### src/rtl/rv32_pkg.sv
// Shared RV32 types for the multiply/divide unit: operation encoding (equal to funct3),
// control states and operand-signedness predicates.
package rv32_pkg;

    typedef enum logic [2:0] {
        MD_MUL    = 3'b000,
        MD_MULH   = 3'b001,
        MD_MULHSU = 3'b010,
        MD_MULHU  = 3'b011,
        MD_DIV    = 3'b100,
        MD_DIVU   = 3'b101,
        MD_REM    = 3'b110,
        MD_REMU   = 3'b111
    } md_op_e;

    typedef enum logic [1:0] {
        MD_IDLE = 2'd0,
        MD_BUSY = 2'd1,
        MD_DONE = 2'd2
    } md_state_e;

    function automatic logic is_div_op(input md_op_e op);
        return op inside {MD_DIV, MD_DIVU, MD_REM, MD_REMU};
    endfunction

    function automatic logic is_rem_op(input md_op_e op);
        return op inside {MD_REM, MD_REMU};
    endfunction

    // MUL is treated as signed; its low half is identical either way.
    function automatic logic is_signed_a(input md_op_e op);
        return op inside {MD_MUL, MD_MULH, MD_MULHSU, MD_DIV, MD_REM};
    endfunction

    function automatic logic is_signed_b(input md_op_e op);
        return op inside {MD_MUL, MD_MULH, MD_DIV, MD_REM};
    endfunction

endpackage

### src/rtl/muldiv_div_step.sv
// One restoring-division iteration: shift the next dividend bit into the partial
// remainder, subtract the divisor if it fits, and shift the quotient bit in.
module muldiv_div_step #(
    parameter int WIDTH = 32
) (
    input  logic [WIDTH-1:0] rem,
    input  logic [WIDTH-1:0] quo,
    input  logic [WIDTH-1:0] divisor,
    output logic [WIDTH-1:0] next_rem,
    output logic [WIDTH-1:0] next_quo
);

    logic [WIDTH:0] shifted;
    logic [WIDTH:0] diff;

    assign shifted  = {rem, quo[WIDTH-1]};
    assign diff     = shifted - {1'b0, divisor};
    // A borrow out of the top bit means the divisor did not fit: restore.
    assign next_rem = diff[WIDTH] ? shifted[WIDTH-1:0] : diff[WIDTH-1:0];
    assign next_quo = {quo[WIDTH-2:0], ~diff[WIDTH]};

endmodule

### src/rtl/muldiv_unit.sv
// Multi-cycle RV32M multiply/divide unit (shift-add multiply, restoring divide) with kill.
// Optional MULDIV_FAST_MUL_EN: multiplies complete in one cycle via a combinational product.
module muldiv_unit
    import rv32_pkg::*;
#(
    parameter int WIDTH = 32
) (
    input  logic             clk_i,
    input  logic             rst_i,
    input  logic             valid_i,
    output logic             ready_o,
    input  logic [WIDTH-1:0] operand_a_i,
    input  logic [WIDTH-1:0] operand_b_i,
    input  md_op_e           operator_i,
    input  logic             kill_i,
    output logic             valid_o,
    input  logic             ready_i,
    output logic [WIDTH-1:0] result_o
);

    localparam int CNT_W = $clog2(WIDTH) + 1;
    localparam logic [CNT_W-1:0] LAST_CNT = CNT_W'(WIDTH - 1);
    localparam logic [WIDTH-1:0] MIN_NEG = {1'b1, {(WIDTH-1){1'b0}}};

    md_state_e          state_q, state_d;
    md_op_e             op_q;
    logic [CNT_W-1:0]   cnt_q;
    logic [2*WIDTH-1:0] acc_q, mcand_q, acc_d;
    logic [WIDTH-1:0]   mplier_q, rem_q, quo_q, dvsr_q, result_q;
    logic               neg_q;

    logic               sign_a, sign_b, div_zero, div_ovf, direct_done, accept, last_iter;
    logic [WIDTH-1:0]   mag_a, mag_b, direct_res, step_rem, step_quo;
    logic [WIDTH-1:0]   div_raw, div_res, mul_res, final_res;

    // Handshakes: a request transfers on a rising edge with valid_i && ready_o (unless
    // kill_i); a result transfers on a rising edge with valid_o && ready_i. Only one
    // operation is ever in flight, so ready_o is high exactly in IDLE.
    assign ready_o  = (state_q == MD_IDLE);
    assign valid_o  = (state_q == MD_DONE);
    assign result_o = result_q;

    assign sign_a   = is_signed_a(operator_i) & operand_a_i[WIDTH-1];
    assign sign_b   = is_signed_b(operator_i) & operand_b_i[WIDTH-1];
    assign mag_a    = sign_a ? -operand_a_i : operand_a_i;
    assign mag_b    = sign_b ? -operand_b_i : operand_b_i;
    assign div_zero = is_div_op(operator_i) && (operand_b_i == '0);
    assign div_ovf  = (operator_i == MD_DIV || operator_i == MD_REM)
                      && (operand_a_i == MIN_NEG) && (operand_b_i == '1);

`ifdef MULDIV_FAST_MUL_EN
    logic signed [WIDTH:0]     fast_a, fast_b;
    logic signed [2*WIDTH+1:0] fast_prod;
    assign fast_a    = {sign_a, operand_a_i};
    assign fast_b    = {sign_b, operand_b_i};
    assign fast_prod = fast_a * fast_b;
`endif

    // Results that are known at accept time bypass BUSY entirely.
    always_comb begin
        direct_done = div_zero | div_ovf;
        direct_res  = '0;
        if (div_zero) begin
            direct_res = is_rem_op(operator_i) ? operand_a_i : '1;
        end else if (div_ovf) begin
            direct_res = is_rem_op(operator_i) ? '0 : operand_a_i;
        end
`ifdef MULDIV_FAST_MUL_EN
        else if (!is_div_op(operator_i)) begin
            direct_done = 1'b1;
            direct_res  = (operator_i == MD_MUL) ? fast_prod[WIDTH-1:0]
                                                 : fast_prod[2*WIDTH-1:WIDTH];
        end
`endif
    end

    always_comb begin
        state_d = state_q;
        accept  = 1'b0;
        case (state_q)
            MD_IDLE: if (valid_i) begin
                accept  = 1'b1;
                state_d = direct_done ? MD_DONE : MD_BUSY;
            end
            MD_BUSY: if (cnt_q == LAST_CNT) state_d = MD_DONE;
            MD_DONE: if (ready_i) state_d = MD_IDLE;
            default: state_d = MD_IDLE;
        endcase
        if (kill_i) begin
            state_d = MD_IDLE;
            accept  = 1'b0;
        end
    end

    always_ff @(posedge clk_i or posedge rst_i) begin
        if (rst_i) state_q <= MD_IDLE;
        else       state_q <= state_d;
    end

    muldiv_div_step #(.WIDTH(WIDTH)) u_div_step (
        .rem      (rem_q),
        .quo      (quo_q),
        .divisor  (dvsr_q),
        .next_rem (step_rem),
        .next_quo (step_quo)
    );

    // Signed multiplier bit of weight -2^(WIDTH-1) is handled by subtracting on the last step.
    always_comb begin
        acc_d = acc_q;
        if (mplier_q[0]) begin
            if (cnt_q == LAST_CNT && is_signed_b(op_q)) acc_d = acc_q - mcand_q;
            else                                        acc_d = acc_q + mcand_q;
        end
    end

    assign last_iter = (state_q == MD_BUSY) && (cnt_q == LAST_CNT);
    assign mul_res   = (op_q == MD_MUL) ? acc_d[WIDTH-1:0] : acc_d[2*WIDTH-1:WIDTH];
    assign div_raw   = is_rem_op(op_q) ? step_rem : step_quo;
    assign div_res   = neg_q ? -div_raw : div_raw;
    assign final_res = is_div_op(op_q) ? div_res : mul_res;

    always_ff @(posedge clk_i or posedge rst_i) begin
        if (rst_i) begin
            op_q     <= MD_MUL;
            cnt_q    <= '0;
            acc_q    <= '0;
            mcand_q  <= '0;
            mplier_q <= '0;
            rem_q    <= '0;
            quo_q    <= '0;
            dvsr_q   <= '0;
            neg_q    <= 1'b0;
            result_q <= '0;
        end else if (accept) begin
            op_q     <= operator_i;
            cnt_q    <= '0;
            acc_q    <= '0;
            mcand_q  <= {{WIDTH{sign_a}}, operand_a_i};
            mplier_q <= operand_b_i;
            rem_q    <= '0;
            quo_q    <= mag_a;
            dvsr_q   <= mag_b;
            neg_q    <= is_div_op(operator_i)
                        && (is_rem_op(operator_i) ? sign_a : (sign_a ^ sign_b));
            if (direct_done) result_q <= direct_res;
        end else if (state_q == MD_BUSY && !kill_i) begin
            cnt_q    <= cnt_q + 1'b1;
            acc_q    <= acc_d;
            mcand_q  <= mcand_q << 1;
            mplier_q <= mplier_q >> 1;
            rem_q    <= step_rem;
            quo_q    <= step_quo;
            if (last_iter) result_q <= final_res;
        end
    end

endmodule

### config.mk
export PLATFORM = sky130hd
export DESIGN_NAME = muldiv_unit
export DESIGN_NICKNAME = d
export VERILOG_FILES = /design/src/rtl/rv32_pkg.sv /design/src/rtl/muldiv_div_step.sv /design/src/rtl/muldiv_unit.sv
export SDC_FILE = /design/constraint.sdc
export NUM_CORES = 1
export LEC_CHECK = 0
export ABC_AREA = 1
export ABC_CLOCK_PERIOD_IN_PS = 11300
export CAP_MARGIN = 10
export CORE_UTILIZATION = 50
export CTS_BUF_LIST = sky130_fd_sc_hd__clkbuf_2
export CTS_CLUSTER_DIAMETER = 120
export CTS_CLUSTER_SIZE = 16
export DETAILED_ROUTE_END_ITERATION = 16
export PLACE_DENSITY = 0.68
export SLEW_MARGIN = 30
export SYNTH_ARGS = -nofsm -noshare
export SYNTH_HDL_FRONTEND = slang
export SYNTH_SLANG_ARGS = --single-unit
### constraint.sdc
create_clock -name clk_i -period 11.3 [get_ports clk_i]
set_input_delay 2.26 -clock clk_i [delete_from_list [all_inputs] [get_ports clk_i]]
set_output_delay 2.26 -clock clk_i [all_outputs]
set_load 0.02 [all_outputs]
==> results.py, run 1 <==
metrics = {
    "timing": {
        "finalSetupViolCount": 0,
        "finalClockSkew_ns": 0.296,
        "relSlewSlack_pct": 29.4,
        "grt_setup_unrepaired": "false",
        "finalSetupTns_ns": 0,
        "hold_viol": 0,
        "fin_crit_sh_pct": 55.1,
        "maxSlewViolCount": 0,
        "worstMarginPinSlew_ns": 1.05,
        "fmax_ghz": 0.160,
        "holdWs_ns": 0.502,
        "fin_crit_ns": 6.23,
    },
    "power_and_ir_drop": {
        "seqPwrFrac_pct": 26.5,
        "net-switching-power_uw": 4230,
        "pwr-share-comb_pct": 67.3,
        "clkPwrFrac_pct": 6.1,
        "p_int_uw": 3100,
        "power_switching_share_pct": 57.7,
        "power_leakage_uw": 0.0141,
        "powerDensity_nw_per_um2": 266,
        "vdd_ir_drop_max_mv": 0.119,
    },
    "cts": {
        "post_cts_buffers": 0,
        "cts_max_path_buffers": 3,
        "cts_hold_buffers": 0,
        "cts_tree": "built",
        "cts_buffers": 23,
        "numClockSinks": 300,
        "cts.reportedPaths.clkPinSlew_ns": 0.37,
        "clock_latency_ns": 1.17,
        "htree_levels": 1,
        "cts_resized": 0,
        "root_buffer": "clkbuf_2",
    },
    "global_routing": {
        "grt_pass1_vias": 24953,
        "grt_max_degree": 136,
        "grt_usage_pct": 39.0,
        "grt-ovfl-total": 0,
        "antenna_found_initial": 4,
        "grt_pass1_wl_mm": 156,
    },
    "floorplan": {
        "die_h_um": 229,
        "design.die.area_um2": 52700,
        "start_util_pct": 50.5,
        "core_area_um2": 51200,
        "pin_count": 106,
        "num_rows": 83,
        "die_w_um": 229,
    },
    "setup_path": {
        "critPathKind": "flip-flop to flip-flop",
        "worst-endpoint-arrival_ns": 7.32,
        "endpoint_kind": "flip-flop",
        "crit_fanout": 37,
        "worstPathRequired_ns": 12.38,
        "start_kind": "flip-flop",
    },
    "synthesis": {
        "synth_enable_flop_cells": 0,
        "synthArstFlopShare_pct": 100,
        "synth-main-ff-cell": "dfrtp_1",
        "synth_seq_cells": 300,
        "synth_cell_types": 66,
        "syn_area_um2": 25900,
        "yosysTopAreaCell": "dfrtp_1",
        "synth.top_cell.area_share_pct": 29.0,
        "ys_top_cells_by_count": "1068 x nand2_1, 609 x inv_1, 370 x nor2_1, 300 x dfrtp_1, 280 x o21ai_0",
        "ys_warn_count": 0,
        "synth_area_leaders": "dfrtp_1 29%, nand2_1 15%, inv_1 8.8%",
        "syn_inst": 4034,
        "synth_most_common_cell": "nand2_1",
        "yosysSeqAreaShare_pct": 29.0,
        "synth.net_count": 4209,
        "avgSynthCellArea_um2": 6.41,
    },
    "layout": {
        "fillers": 5334,
        "area_growth_pct": 6.48,
        "nets": 4215,
        "final_cell_area_um2": 27600,
        "drive_gt1_share_pct": 3.91,
    },
    "place": {
        "io_buffers": 105,
        "hpwl_mm": 82.2,
        "gp_congestion": 1.04,
        "postPlaceCellArea_um2": 27400,
    },
    "flow_run": {
        "max_cap_viol_count": 0,
    },
    "drt": {
        "ant_nets": 0,
        "wl_met2_mm": 44.1,
        "dr.pass1.iters": 6,
        "m1WireLength_mm": 45.1,
        "vias": 27779,
        "top_layer": "met5",
        "postRouteWirelength_mm": 105,
        "wl_per_cell_um": 22.2,
        "first_iter_violations": 3567,
        "drc_errors": 0,
        "via_per_inst": 5.88,
        "met3_wirelength_mm": 11.0,
    },
    "min_path": {
        "worstHoldPathType": "flip-flop to flip-flop",
    },
    "run_status": {
        "status": "finished clean",
    },
}
## stage by stage
stage	utilization (%)	instances	worst slack, ns	power (uW)
floorplan	-	4034	0.751	5150
finish	53.8	4725	5.07	7330
global placement	53.5	4695	4.64	6710
detailed placement	53.5	4695	4.52	6720
CTS	53.8	4724	5.26	7170
global route	53.8	4725	4.74	7850
## cell families after synthesis
| kind of cell | synth area share [%] |
|---|---|
| AND/OR/NAND/NOR | 30.9 |
| AO/OA/AOI/OAI | 19.0 |
| buffers and inverters | 11.5 |
| flip-flops | 29.0 |
| XOR/XNOR | 4.37 |
| adder cells (fa/ha/maj) | 5.04 |
| multiplexers | 0.160 |
## placed cells by master (no fill, tap or decap), drive strengths merged, types with 42 or more instances in the layout
cell type	instances
nand2	1098
inv	625
nor2	385
dfrtp	300
o21ai	291
nand3	268
a21oi	240
clkdlybuf4s50	105
ha	101
xor2	92
a31oi	64
o221ai	54
nor3	48
o22ai	42
## worst paths after layout
check                      slack (ns)            startpoint                 endpoint  depth (start not counted)
min                              0.50  cnt_q[5]$_DFFE_PP0P_     cnt_q[5]$_DFFE_PP0P_                          1
min reg2reg                      0.50  cnt_q[5]$_DFFE_PP0P_     cnt_q[5]$_DFFE_PP0P_                          1
max in group asynchronous        8.28                 rst_i   dvsr_q[29]$_DFFE_PP0P_                          3
max reg2reg                      5.07  cnt_q[0]$_DFFE_PP0P_  result_o[1]$_DFFE_PP0P_                         23
max                              5.07  cnt_q[0]$_DFFE_PP0P_  result_o[1]$_DFFE_PP0P_                         23
min in group asynchronous        1.50                 rst_i    acc_q[42]$_DFFE_PP0P_                          2
## flip-flops by register name, summed over array words and instances, names as in the netlist, 6 cells and up
signal,flops
result_o,32
quo_q,32
rem_q,32
mcand_q,64
dvsr_q,32
acc_q,64
mplier_q,32
cnt_q,6
## routing by layer
metal | vias up | track usage [%]
met3 | 184 | 6.95
met2 | 1472 | 57.7
met5 | - | 0
met4 | 4 | 14.3
li1 | 13184 | -
met1 | 12935 | 56.4
## power by group through the flow
stage | logic, uW | registers, uW | clock network (uW)
floorplan | 3350 | 1800 | 0
detailed placement | 4780 | 1940 | 0
global placement | 4770 | 1940 | 0
global route | 5390 | 1970 | 485
CTS | 4810 | 1920 | 453
finish | 4930 | 1950 | 450
## cell type report
class                      count  area (um^2)  share of cell area (%)
inverter                     634         2400                    8.71
timing repair buffer         125         1210                    4.41
clock inverter                 4         27.5                  0.0999
multi-input combinational   2956        15400                    56.0
clock buffer                  25          125                   0.454
antenna                        1         2.50                 0.00908
tap                          680          851                    3.09
sequential                   300         7510                    27.3
## critical path, cell delays in order (launching register included)
cell      delay (ns)
dfrtp_1         0.47
ha_1            0.17
nand2_1         0.07
nor3_1          0.77
nand2_1         0.18
buf_4           0.33
o21ai_0         0.37
inv_1           0.08
ha_1            0.27
nand3_1         0.08
nand2_1         0.09
a21oi_1         0.31
o21ai_0         0.23
a21oi_1         0.55
o21ai_0         0.36
a21oi_1         0.35
o21bai_1        0.21
xor2_1          0.18
o21ai_0         0.60
nand2_1         0.13
nand2_1         0.09
nand3_1         0.09
nand2_1         0.11
nand2_1         0.05
No activity file was read; power rests on OpenSTA's default activity.
==> run 2, diff against run 1 <==
--- a/config.mk
+++ b/config.mk
@@ -6,14 +6,14 @@
 export NUM_CORES = 1
 export LEC_CHECK = 0
 export ABC_AREA = 1
-export ABC_CLOCK_PERIOD_IN_PS = 11300
+export ABC_CLOCK_PERIOD_IN_PS = 5700
 export CAP_MARGIN = 10
 export CORE_UTILIZATION = 50
 export CTS_BUF_LIST = sky130_fd_sc_hd__clkbuf_2
 export CTS_CLUSTER_DIAMETER = 120
 export CTS_CLUSTER_SIZE = 16
 export DETAILED_ROUTE_END_ITERATION = 16
-export PLACE_DENSITY = 0.68
+export PLACE_DENSITY = 0.7
 export SLEW_MARGIN = 30
 export SYNTH_ARGS = -nofsm -noshare
 export SYNTH_HDL_FRONTEND = slang
==> constraint.sdc (replaced) <==
create_clock -name clk_i -period 5.7 [get_ports clk_i]
set_input_delay 1.14 -clock clk_i [delete_from_list [all_inputs] [get_ports clk_i]]
set_output_delay 1.14 -clock clk_i [all_outputs]
set_load 0.02 [all_outputs]
==> results.py, run 2 (same netlist as run 1, synthesis figures left out) <==
metrics = {
    "global_routing": {
        "grt_max_degree": 154,
        "grt-ovfl-total": 0,
        "grt_usage_pct": 37.0,
        "grt_pass1_wl_mm": 152,
        "grt_pass1_vias": 25889,
        "antenna_found_initial": 2,
    },
    "flow_run": {
        "max_cap_viol_count": 0,
    },
    "drt": {
        "ant_nets": 0,
        "postRouteWirelength_mm": 98.0,
        "vias": 27870,
        "wl_per_cell_um": 20.5,
        "first_iter_violations": 3380,
        "dr.pass1.iters": 6,
        "via_per_inst": 5.82,
        "drc_errors": 0,
    },
    "timing": {
        "finalSetupTns_ns": 0,
        "worstMarginPinSlew_ns": 0.958,
        "finalSetupViolCount": 0,
        "finalClockSkew_ns": 0.106,
        "grt_setup_unrepaired": "true",
        "fin_crit_sh_pct": 94.9,
        "fmax_ghz": 0.185,
        "maxSlewViolCount": 0,
        "relSlewSlack_pct": 36.0,
        "fin_crit_ns": 5.41,
        "hold_viol": 0,
    },
    "power_and_ir_drop": {
        "seqPwrFrac_pct": 25.9,
        "pwr-share-comb_pct": 68.0,
        "clkPwrFrac_pct": 6.1,
        "p_int_uw": 6400,
        "net-switching-power_uw": 8170,
        "powerDensity_nw_per_um2": 515,
        "power_switching_share_pct": 56.1,
        "power_leakage_uw": 0.0145,
        "vdd_ir_drop_max_mv": 0.228,
    },
    "floorplan": {
        "design.die.area_um2": 52700,
        "die_w_um": 229,
        "pin_count": 106,
        "core_area_um2": 51200,
        "start_util_pct": 50.5,
        "die_h_um": 229,
        "num_rows": 83,
    },
    "cts": {
        "cts_max_path_buffers": 3,
        "cts_hold_buffers": 0,
        "clock_latency_ns": 1.12,
        "numClockSinks": 300,
        "htree_levels": 1,
        "cts.reportedPaths.clkPinSlew_ns": 0.35,
        "cts_buffers": 23,
        "root_buffer": "clkbuf_2",
        "cts_tree": "built",
    },
    "setup_path": {
        "endpoint_kind": "flip-flop",
        "critPathSlowestCell": "dfrtp_1",
        "slowest_delay_ns": 0.46,
        "rr_worst_depth": 29,
        "worst-endpoint-arrival_ns": 6.46,
        "crit_fanout": 7,
        "start_kind": "flip-flop",
        "critPathKind": "flip-flop to flip-flop",
        "worstPathRequired_ns": 6.75,
    },
    "min_path": {
        "worstHoldPathType": "input port to async pin",
    },
    "layout": {
        "reg.largest.list": "acc_q (64), mcand_q (64)",
        "nets": 4279,
        "drive_gt1_share_pct": 6.19,
        "final_common_cell": "nand2_1",
        "layout_common_cells": "1067 x nand2_1, 606 x inv_1, 361 x nor2_1, 299 x dfrtp_1, 271 x o21ai_0",
        "stdcell_count": 4787,
        "multi_input_area_um2": 15600,
        "regArea_um2": 7510,
        "area_growth_pct": 9.40,
        "fillers": 5230,
    },
    "place": {
        "gp_congestion": 1.08,
        "hpwl_mm": 76.9,
        "io_buffers": 105,
        "placed_cells": 4757,
    },
    "run_status": {
        "status": "finished clean",
    },
}
run 2: final cells by class:
class                      count  area share [%]
clock inverter                 2          0.0884
clock buffer                  24           0.424
antenna                        2          0.0177
tap                          680            3.01
timing repair buffer         189            6.23
sequential                   300            26.5
inverter                     634            8.44
multi-input combinational   2956            55.3
run 2: through the flow:
stage	hold WS, ns	setup slack (ns)	area [um^2]	total power, uW	util [%]
2_1_floorplan	0.434	0.573	25900	10200	-
3_5_place_dp	0.472	0.283	27900	13300	54.5
4_1_cts	0.246	0.193	28000	14200	54.8
6_report	0.265	0.293	28300	14600	55.3
5_1_grt	0.258	-0.0812	28300	15700	55.3
3_3_place_gp	0.461	0.375	27900	13200	54.5
run 2: path summary, 6_finish.rpt:
check	start	end	slack [ns]
max	mcand_q[0]$_DFFE_PP0P_	result_o[18]$_DFFE_PP0P_	0.29
min	rst_i	acc_q[12]$_DFFE_PP0P_	0.27
max reg2reg	mcand_q[0]$_DFFE_PP0P_	result_o[18]$_DFFE_PP0P_	0.29
min reg2reg	cnt_q[5]$_DFFE_PP0P_	cnt_q[5]$_DFFE_PP0P_	0.50
max in group asynchronous	rst_i	acc_q[49]$_DFFE_PP0P_	4.09
min in group clk_i	cnt_q[5]$_DFFE_PP0P_	cnt_q[5]$_DFFE_PP0P_	0.50
run 2: worst max-delay path, delay by kind of cell, from the launching register on:
family	cells	cell delay [ns]
simple gates	14	1.93
fa+ha+maj	1	0.37
buf+inv	4	0.43
compound gates	9	1.93
xor+xnor	1	0.21
flops	1	0.46
run 2: routing by layer:
metal  track usage, %  share of wire, %  vias to the layer above
met2             58.0                44                     1410
met4             16.5               5.3                        0
met5                0                 0                        -
met3             5.02               8.9                      217
met1             50.7                42                    12923
li1                 -                 -                    13320
run 2: timing repair:
item	CTS	global route
endpoints found under the hold margin	0	0
setup buffers	0	1
setup endpoints to repair	0	34
gates resized for setup	0	53
run 2: power groups by stage:
stage                     combinational [uW]  sequential, uW  clock [uW]
after global routing                   10900            3850         971
after CTS                               9570            3730         900
after global placement                  9470            3770           0
final                                   9910            3770         891
after detailed placement                9520            3770           0
after floorplan                         6640            3560           0
